<file path="src/rtl/cal_cost_tracker_if.sv">
// Term input and result bus between the permutation generator, the cost tracker
// and the result interface.
interface cal_cost_tracker_if #(
   parameter int unsigned COST_W = 7,
   parameter int unsigned SUM_W  = 10,
   parameter int unsigned CNT_W  = 4
);
   logic              clear;
   logic              start;
   logic [COST_W-1:0] Cost;
   logic              busy;
   logic [SUM_W-1:0]  MinCost;
   logic [CNT_W-1:0]  MatchCount;
   logic [SUM_W-1:0]  LastSum;
   logic              sat;
   logic              done;

   modport master (
      output clear, start, Cost,
      input  busy, MinCost, MatchCount, LastSum, sat, done
   );

   modport slave (
      input  clear, start, Cost,
      output busy, MinCost, MatchCount, LastSum, sat, done
   );
endinterface

</file>
<file path="src/rtl/cal_cost_tracker.sv">
// Accumulates TERMS cost terms per candidate and tracks the minimum candidate
// total and how many candidates reached it.
module cal_cost_tracker #(
   parameter int unsigned COST_W = 7,
   parameter int unsigned TERMS  = 8,
   parameter int unsigned SUM_W  = 10,
   parameter int unsigned CNT_W  = 4
) (
   input  logic              CLK,
   input  logic              RST,
   cal_cost_tracker_if.slave bus
);
   localparam int unsigned CNT_TW = $clog2(TERMS + 1);
   localparam int unsigned ADD_W  = ((COST_W > SUM_W) ? COST_W : SUM_W) + 1;

   localparam logic [SUM_W-1:0]  SUM_MAX = '1;
   localparam logic [CNT_W-1:0]  CNT_MAX = '1;
   localparam logic [CNT_TW-1:0] TERMS_C = CNT_TW'(TERMS);

   typedef enum logic [1:0] {
      IDLE = 2'd0,
      ACC  = 2'd1,
      CMP  = 2'd2
   } state_t;

   state_t            state_q,  state_d;
   logic [CNT_TW-1:0] cnt_q,    cnt_d;
   logic [SUM_W-1:0]  acc_q,    acc_d;
   logic              ovf_q,    ovf_d;
   logic              first_q,  first_d;
   logic [SUM_W-1:0]  min_q,    min_d;
   logic [CNT_W-1:0]  match_q,  match_d;
   logic [SUM_W-1:0]  last_q,   last_d;
   logic              sat_q,    sat_d;
   logic              done_q,   done_d;
   logic              busy_q,   busy_d;

   logic [ADD_W-1:0]  sum_raw;
   logic              term_ovf;
   logic [SUM_W-1:0]  term_sum;
   logic [CNT_TW-1:0] cnt_inc;

   // Wide add then clamp; acc is zero in IDLE so the first term needs no special path.
   always_comb begin
      sum_raw  = ADD_W'(acc_q) + ADD_W'(bus.Cost);
      term_ovf = (sum_raw > ADD_W'(SUM_MAX));
      term_sum = term_ovf ? SUM_MAX : SUM_W'(sum_raw);
      cnt_inc  = cnt_q + CNT_TW'(1);
   end

   always_comb begin
      state_d = state_q;
      cnt_d   = cnt_q;
      acc_d   = acc_q;
      ovf_d   = ovf_q;
      first_d = first_q;
      min_d   = min_q;
      match_d = match_q;
      last_d  = last_q;
      sat_d   = sat_q;
      done_d  = 1'b0;
      busy_d  = 1'b0;

      case (state_q)
         IDLE, ACC: begin
            if (bus.start) begin
               acc_d   = term_sum;
               ovf_d   = ovf_q | term_ovf;
               cnt_d   = cnt_inc;
               state_d = (cnt_inc == TERMS_C) ? CMP : ACC;
            end
         end
         CMP: begin
            last_d = acc_q;
            sat_d  = sat_q | ovf_q;
            done_d = 1'b1;
            // first_q separates a genuine all-ones total from the reset value of min.
            if (!first_q || (acc_q < min_q)) begin
               min_d   = acc_q;
               match_d = CNT_W'(1);
               first_d = 1'b1;
            end else if ((acc_q == min_q) && (match_q != CNT_MAX)) begin
               match_d = match_q + CNT_W'(1);
            end
            acc_d   = '0;
            cnt_d   = '0;
            ovf_d   = 1'b0;
            state_d = IDLE;
         end
         default: begin
            acc_d   = '0;
            cnt_d   = '0;
            ovf_d   = 1'b0;
            state_d = IDLE;
         end
      endcase

      // Restart discards any partial candidate and suppresses its done pulse.
      if (bus.clear) begin
         state_d = IDLE;
         cnt_d   = '0;
         acc_d   = '0;
         ovf_d   = 1'b0;
         first_d = 1'b0;
         min_d   = SUM_MAX;
         match_d = '0;
         last_d  = '0;
         sat_d   = 1'b0;
         done_d  = 1'b0;
      end

      busy_d = (state_d == CMP);
   end

   always_ff @(posedge CLK) begin
      if (RST) begin
         state_q <= IDLE;
         cnt_q   <= '0;
         acc_q   <= '0;
         ovf_q   <= 1'b0;
         first_q <= 1'b0;
         min_q   <= SUM_MAX;
         match_q <= '0;
         last_q  <= '0;
         sat_q   <= 1'b0;
         done_q  <= 1'b0;
         busy_q  <= 1'b0;
      end else begin
         state_q <= state_d;
         cnt_q   <= cnt_d;
         acc_q   <= acc_d;
         ovf_q   <= ovf_d;
         first_q <= first_d;
         min_q   <= min_d;
         match_q <= match_d;
         last_q  <= last_d;
         sat_q   <= sat_d;
         done_q  <= done_d;
         busy_q  <= busy_d;
      end
   end

   assign bus.busy       = busy_q;
   assign bus.MinCost    = min_q;
   assign bus.MatchCount = match_q;
   assign bus.LastSum    = last_q;
   assign bus.sat        = sat_q;
   assign bus.done       = done_q;

endmodule

</file>
<file path="src/flat_wrapper.sv">
// flat-port wrapper written by rule: the top's interface ports become plain ports
module cal_cost_tracker_flat 
#(
   parameter int unsigned COST_W = 7,
   parameter int unsigned TERMS  = 8,
   parameter int unsigned SUM_W  = 10,
   parameter int unsigned CNT_W  = 4
)
  (CLK, RST, bus_clear, bus_start, bus_Cost, bus_busy, bus_MinCost, bus_MatchCount, bus_LastSum, bus_sat, bus_done);
  cal_cost_tracker_if #(.COST_W(COST_W), .SUM_W(SUM_W), .CNT_W(CNT_W)) bus_i ();
  input  logic CLK;
  input  logic RST;
  input wire logic [$bits(bus_i.clear)-1:0] bus_clear;
  input wire logic [$bits(bus_i.start)-1:0] bus_start;
  input wire logic [$bits(bus_i.Cost)-1:0] bus_Cost;
  output wire logic [$bits(bus_i.busy)-1:0] bus_busy;
  output wire logic [$bits(bus_i.MinCost)-1:0] bus_MinCost;
  output wire logic [$bits(bus_i.MatchCount)-1:0] bus_MatchCount;
  output wire logic [$bits(bus_i.LastSum)-1:0] bus_LastSum;
  output wire logic [$bits(bus_i.sat)-1:0] bus_sat;
  output wire logic [$bits(bus_i.done)-1:0] bus_done;
  assign bus_i.clear = bus_clear;
  assign bus_i.start = bus_start;
  assign bus_i.Cost = bus_Cost;
  assign bus_busy = bus_i.busy;
  assign bus_MinCost = bus_i.MinCost;
  assign bus_MatchCount = bus_i.MatchCount;
  assign bus_LastSum = bus_i.LastSum;
  assign bus_sat = bus_i.sat;
  assign bus_done = bus_i.done;
  cal_cost_tracker #(.COST_W(COST_W), .TERMS(TERMS), .SUM_W(SUM_W), .CNT_W(CNT_W)) u_core (.CLK(CLK), .RST(RST), .bus(bus_i));
endmodule
</file>
<file path="config.mk">
export PLATFORM = sky130hd
export DESIGN_NAME = cal_cost_tracker_flat
export DESIGN_NICKNAME = d
export VERILOG_FILES = /design/src/rtl/cal_cost_tracker_if.sv /design/src/rtl/cal_cost_tracker.sv /design/src/flat_wrapper.sv
export SDC_FILE = /design/constraint.sdc
export NUM_CORES = 1
export LEC_CHECK = 0
export BUFFER_PORTS_ARGS = -buffer_cell sky130_fd_sc_hd__buf_2
export CAP_MARGIN = 20
export CORE_ASPECT_RATIO = 1.75
export CORE_MARGIN = 4
export CORE_UTILIZATION = 38
export CTS_CLUSTER_DIAMETER = 150
export DETAILED_ROUTE_END_ITERATION = 10
export PLACE_DENSITY = 0.64
export SYNTH_ARGS = -nofsm -noshare
export SYNTH_HDL_FRONTEND = slang
export SYNTH_SLANG_ARGS = --single-unit
</file>
<file path="constraint.sdc">
create_clock -name CLK -period 1.88 [get_ports CLK]
set_input_delay 0.094 -clock CLK [delete_from_list [all_inputs] [get_ports CLK]]
set_output_delay 0.094 -clock CLK [all_outputs]
set_load 0.03 [all_outputs]
</file>
## Yosys cells after proc, flatten, opt, wreduce, memory -nomap -nowiden

Index checks and enable logic that the tools add are counted.
W data, S select, Z words.

- Register bits after elaboration: 45

- Add/subtract/negate cells: 3
- $lt $le $gt $ge: 2
- Eq/ne operators: 6
- Multiplexer cells: 8
- Bitwise operators: 3
- Reductions and logical operators: 10

Operators with widths:

| cell | count |
|---|---|
| $add A10 B7 Y11 | 1 |
| $gt A11 B10 Y1 const B | 1 |
| $eq A10 B10 Y1 | 1 |
| $lt A10 B10 Y1 | 1 |
| $mux W10 | 1 |
| $add A4 B1 Y4 const B | 2 |
| $mux W2 | 4 |
| $mux W4 | 2 |
| $eq A2 B2 Y1 const B | 2 |
| $eq A4 B4 Y1 const B | 1 |
| $ne A4 B4 Y1 const B | 1 |
| $reduce_and A2 Y1 | 2 |
| $reduce_or A2 Y1 | 2 |
| $reduce_or A3 Y1 | 1 |
| $eq A2 B1 Y1 const B | 1 |
| $logic_not A2 Y1 | 1 |
| $or A1 B1 Y1 | 2 |
| $reduce_bool A2 Y1 | 1 |
| $logic_and A1 B1 Y1 | 1 |
| $logic_not A1 Y1 | 1 |
| $logic_or A1 B1 Y1 | 1 |
| $mux W1 | 1 |
| $not A1 Y1 | 1 |

## Longest topological paths before layout

- Depth after elaboration: 7
- Depth in mapped cells: 9

## Worst setup path after synthesis

No wires, ideal clock.

- Path type: register to register
- Start: register u_core.min_q[5] (netlist: u_core.bus.MinCost[5])
- End: register u_core.min_q[0] (netlist: u_core.bus.MinCost[0])
- Library setup time: 0.120 ns
- Arrival: 2.004 ns
- Slack: -0.244 ns
- Cell stages (with the launch flop): 8
- Period minus slack after synthesis: 2.124 ns
- Cell sequence: dfxtp_1 -> inv_1 -> ha_1 -> a211o_1 -> o211ai_2 -> nand4_4 -> a21o_1 -> a211o_1

- Word-level cells in the longest chain between the ends: 3

RTL lines:

| what | RTL line | RTL |
|---|---|---|
| from (decl) | cal_cost_tracker.sv:31 | `logic [SUM_W-1:0] min_q, min_d;` |
| from (signal assigned) | cal_cost_tracker.sv:134 | `min_q <= min_d;` |
| $lt A10 B10 Y1 | cal_cost_tracker.sv:78 | `if (!first_q \|\| (acc_q < min_q)) begin` |
| $logic_or A1 B1 Y1 | cal_cost_tracker.sv:78 |  |
| $reduce_and A2 Y1 (no source line) | n/a |  |

No other way between the ends.
A chain may end at the register's enable or synchronous reset.

## Worst setup path in the final report

Same ends and word-level chain as after synthesis.

==> results_dict.tcl <==
set metrics [dict create \
    status "finished with violations" \
    crit_arrival_ps 2150 \
    cts_hold_buf 0 \
    syn-cell-area_sq_um 2320 \
    hold_path.class "input pin to flip-flop" \
    drc 0 \
    slew_headroom_pct 63.5 \
    violations "setup timing" \
    cts_root_buf "clkbuf_8" \
    worstSetupPathType "flip-flop to flip-flop" \
    vias 2146 \
    setup.worst_path.end_class "flip-flop" \
    total_leakage_power_nw 1.34 \
    setup-tns-final_ps -332 \
    cts_tree "built" \
    path_max_fanout 7 \
    hold_violations 0 \
    syn_avg_cell_area_sq_um 8.89 \
    grt_pass1_vias 2087 \
    ys_ff_latch 45 \
    use_met3_pct 3.33 \
    final.setup.worst_slack_ps -73.4 \
    synth.net_count 292 \
    antenna-diode-count 0 \
    top_usage_layer "met2" \
    area_delta_synth_final_pct 42.0 \
    fin_crit_ps 1950 \
    cp_data_required_time_ps 2080 \
    period_share_pct 104 \
    initial_core_util_pct 39.2 \
    gp_congestion 0.847 \
    post-place-cells 399 \
    antenna_found_initial 0 \
    h-tree-depth 2 \
    maxSlewViolCount 0 \
    die_h_um 111 \
    yosys_warnings 0 \
    wl_per_cell_um 14.6 \
    clock.fmax_ghz 0.512 \
    hpwl_mm 4.46 \
    tightestPinTransition_ps 548 \
    layoutNonFillerInstCount 412 \
    grt.met1_usage_pct 15.8 \
    grt_pass1_wl_mm 9.44 \
    synth_area_leaders "dfxtp_1 (39%), ha_1 (10%), nand2_1 (4.4%)" \
    synthMostInstantiatedCell "dfxtp_1" \
    start_kind "flip-flop" \
    die_width_um 67.1 \
    drtIter0Drc 92 \
    cts_buffers 5 \
    yosysTopAreaCell "dfxtp_1" \
    clkSinkCount 45 \
    powerDensity_nw_per_um2 590 \
    grt_max_degree 22 \
    yosysTopAreaCellShare_pct 38.8 \
    dieArea_sq_um 7470 \
    drive_above_1_share_pct 41.9 \
    synth_common_cells "dfxtp_1 (45), nand2_1 (27), nor2_1 (26)" \
    insertion_delay_ps 310 \
    ir_drop_v 0.000263 \
    overflow 0 \
    setup_viol 14 \
    skew_ps 8.83 \
    io_pins 38 \
    synth_top_flop_cell "dfxtp_1" \
    wirelength_mm 6.02 \
    rsz0062_at_grt "yes" \
    synth_edf_count 0 \
    dr.pass1.iters 5 \
    synth_cell_types 46 \
    ant_nets 0 \
    grtUsageMet2_pct 30.5 \
    rows 37 \
    final_nets 364 \
    core_area_sq_um 5930 \
    clk_path_buf_depth 2 \
    yosysSeqAreaShare_pct 38.8 \
    io_buffers 37 \
    maxCapViolCount 0 \
    vias_per_cell 5.21 \
    clk_pin_slew_ps 80 \
    synthArstFlopShare_pct 0 \
    grt.total_usage_pct 16.6 \
    synthCells 261 \
]
-- cells by family (layout without fill, tap and decap cells) --
kind of cell | count (synthesis) | count (layout) | share of synthesized area [%]
compound gates | 68 | 68 | 21.0
xor+xnor | 10 | 10 | 3.77
fa+ha+maj | 20 | 20 | 11.1
buf+inv | 28 | 101 | 4.58
flops | 45 | 45 | 38.8
mux | 6 | 6 | 2.59
simple gates | 84 | 84 | 18.1
-- placed cells by master (no fill, tap or decap), types with 4 or more instances in the layout --
cell,instances
nand2_1,27
mux2i_1,6
clkbuf_8,6
nor3_2,6
a21oi_1,14
o21ai_1,4
ha_1,10
a31oi_4,4
buf_2,37
a31oi_1,8
nor2_1,26
ha_4,7
buf_4,36
nand4_1,4
dfxtp_4,4
o21a_1,5
xor2_1,8
inv_2,5
inv_1,12
dfxtp_2,8
dfxtp_1,33
o21ai_0,9
-- layer usage --
layer,up-vias,part of all wire [%]
met5,-,0
met4,0,4.4
met3,19,3.1
met2,43,57
met1,1011,36
li1,1073,-
-- worst max-delay path, stage by stage, from the launching register on --
cell and delay (ps):
dfxtp_4 350, inv_2 60, ha_4 190, a211o_1 320, o211ai_4 130, nand4_4 240, a21o_4 310, a211o_1 250
-- flip-flops by register name (all words and copies together), names as in the netlist, 2 cells and up --
name                   flops
u_core.bus.MatchCount      4
u_core.state_q             2
u_core.acc_q              10
u_core.bus.MinCost        10
u_core.cnt_q               4
u_core.bus.LastSum        10
-- report_power, final --
part	switching, W	internal (W)	total (W)
Sequential	0.0000120	0.000958	0.000970
Combinational	0.000118	0.0000979	0.000216
Clock	0.000327	0.000433	0.000761
-- final cells by class --
type | instances | area [sq um]
clock inverters | 1 | 30.0
clock buffers | 7 | 86.3
multi-input cells | 188 | 1590
fillers | 571 | 2630
flip-flops and latches | 45 | 926
repair buffers | 76 | 507
inverters | 17 | 63.8
well taps | 78 | 97.6
-- stage by stage --
step	hold slack, ps	worst slack, ps	instance area [sq um]	utilization (%)	total power (W)
after global placement	441	-134	2880	48.6	0.00116
after detailed placement	450	-170	2880	48.6	0.00116
after global routing	199	-155	3300	55.6	0.00202
after CTS	166	-48.6	3100	52.2	0.00193
after floorplan	334	-14.2	2360	-	0.00109
final	191	-73.4	3300	55.6	0.00195
-- worst paths after layout --
path	startpoint	to	slack, ps	cells past startpoint
worst max-delay path	u_core.bus.MinCost[5]$_SDFFE_PP1P_	u_core.bus.MinCost[0]$_SDFFE_PP1P_	-70	7
worst min-delay path	RST	u_core.bus.MinCost[9]$_SDFFE_PP1P_	190	3
worst max register to register	u_core.bus.MinCost[5]$_SDFFE_PP1P_	u_core.bus.MinCost[0]$_SDFFE_PP1P_	-70	7
worst min register to register	u_core.bus.LastSum[1]$_SDFFE_PP0P_	u_core.bus.LastSum[1]$_SDFFE_PP0P_	460	2
-- what timing repair did --
item                                    in CTS  in global routing
setup buffers                                2                  5
pin swaps                                    6                 21
endpoints found under the setup margin      15                 22
gates resized for setup                     17                 33
Note: power is estimated with default switching activity, not from simulation.
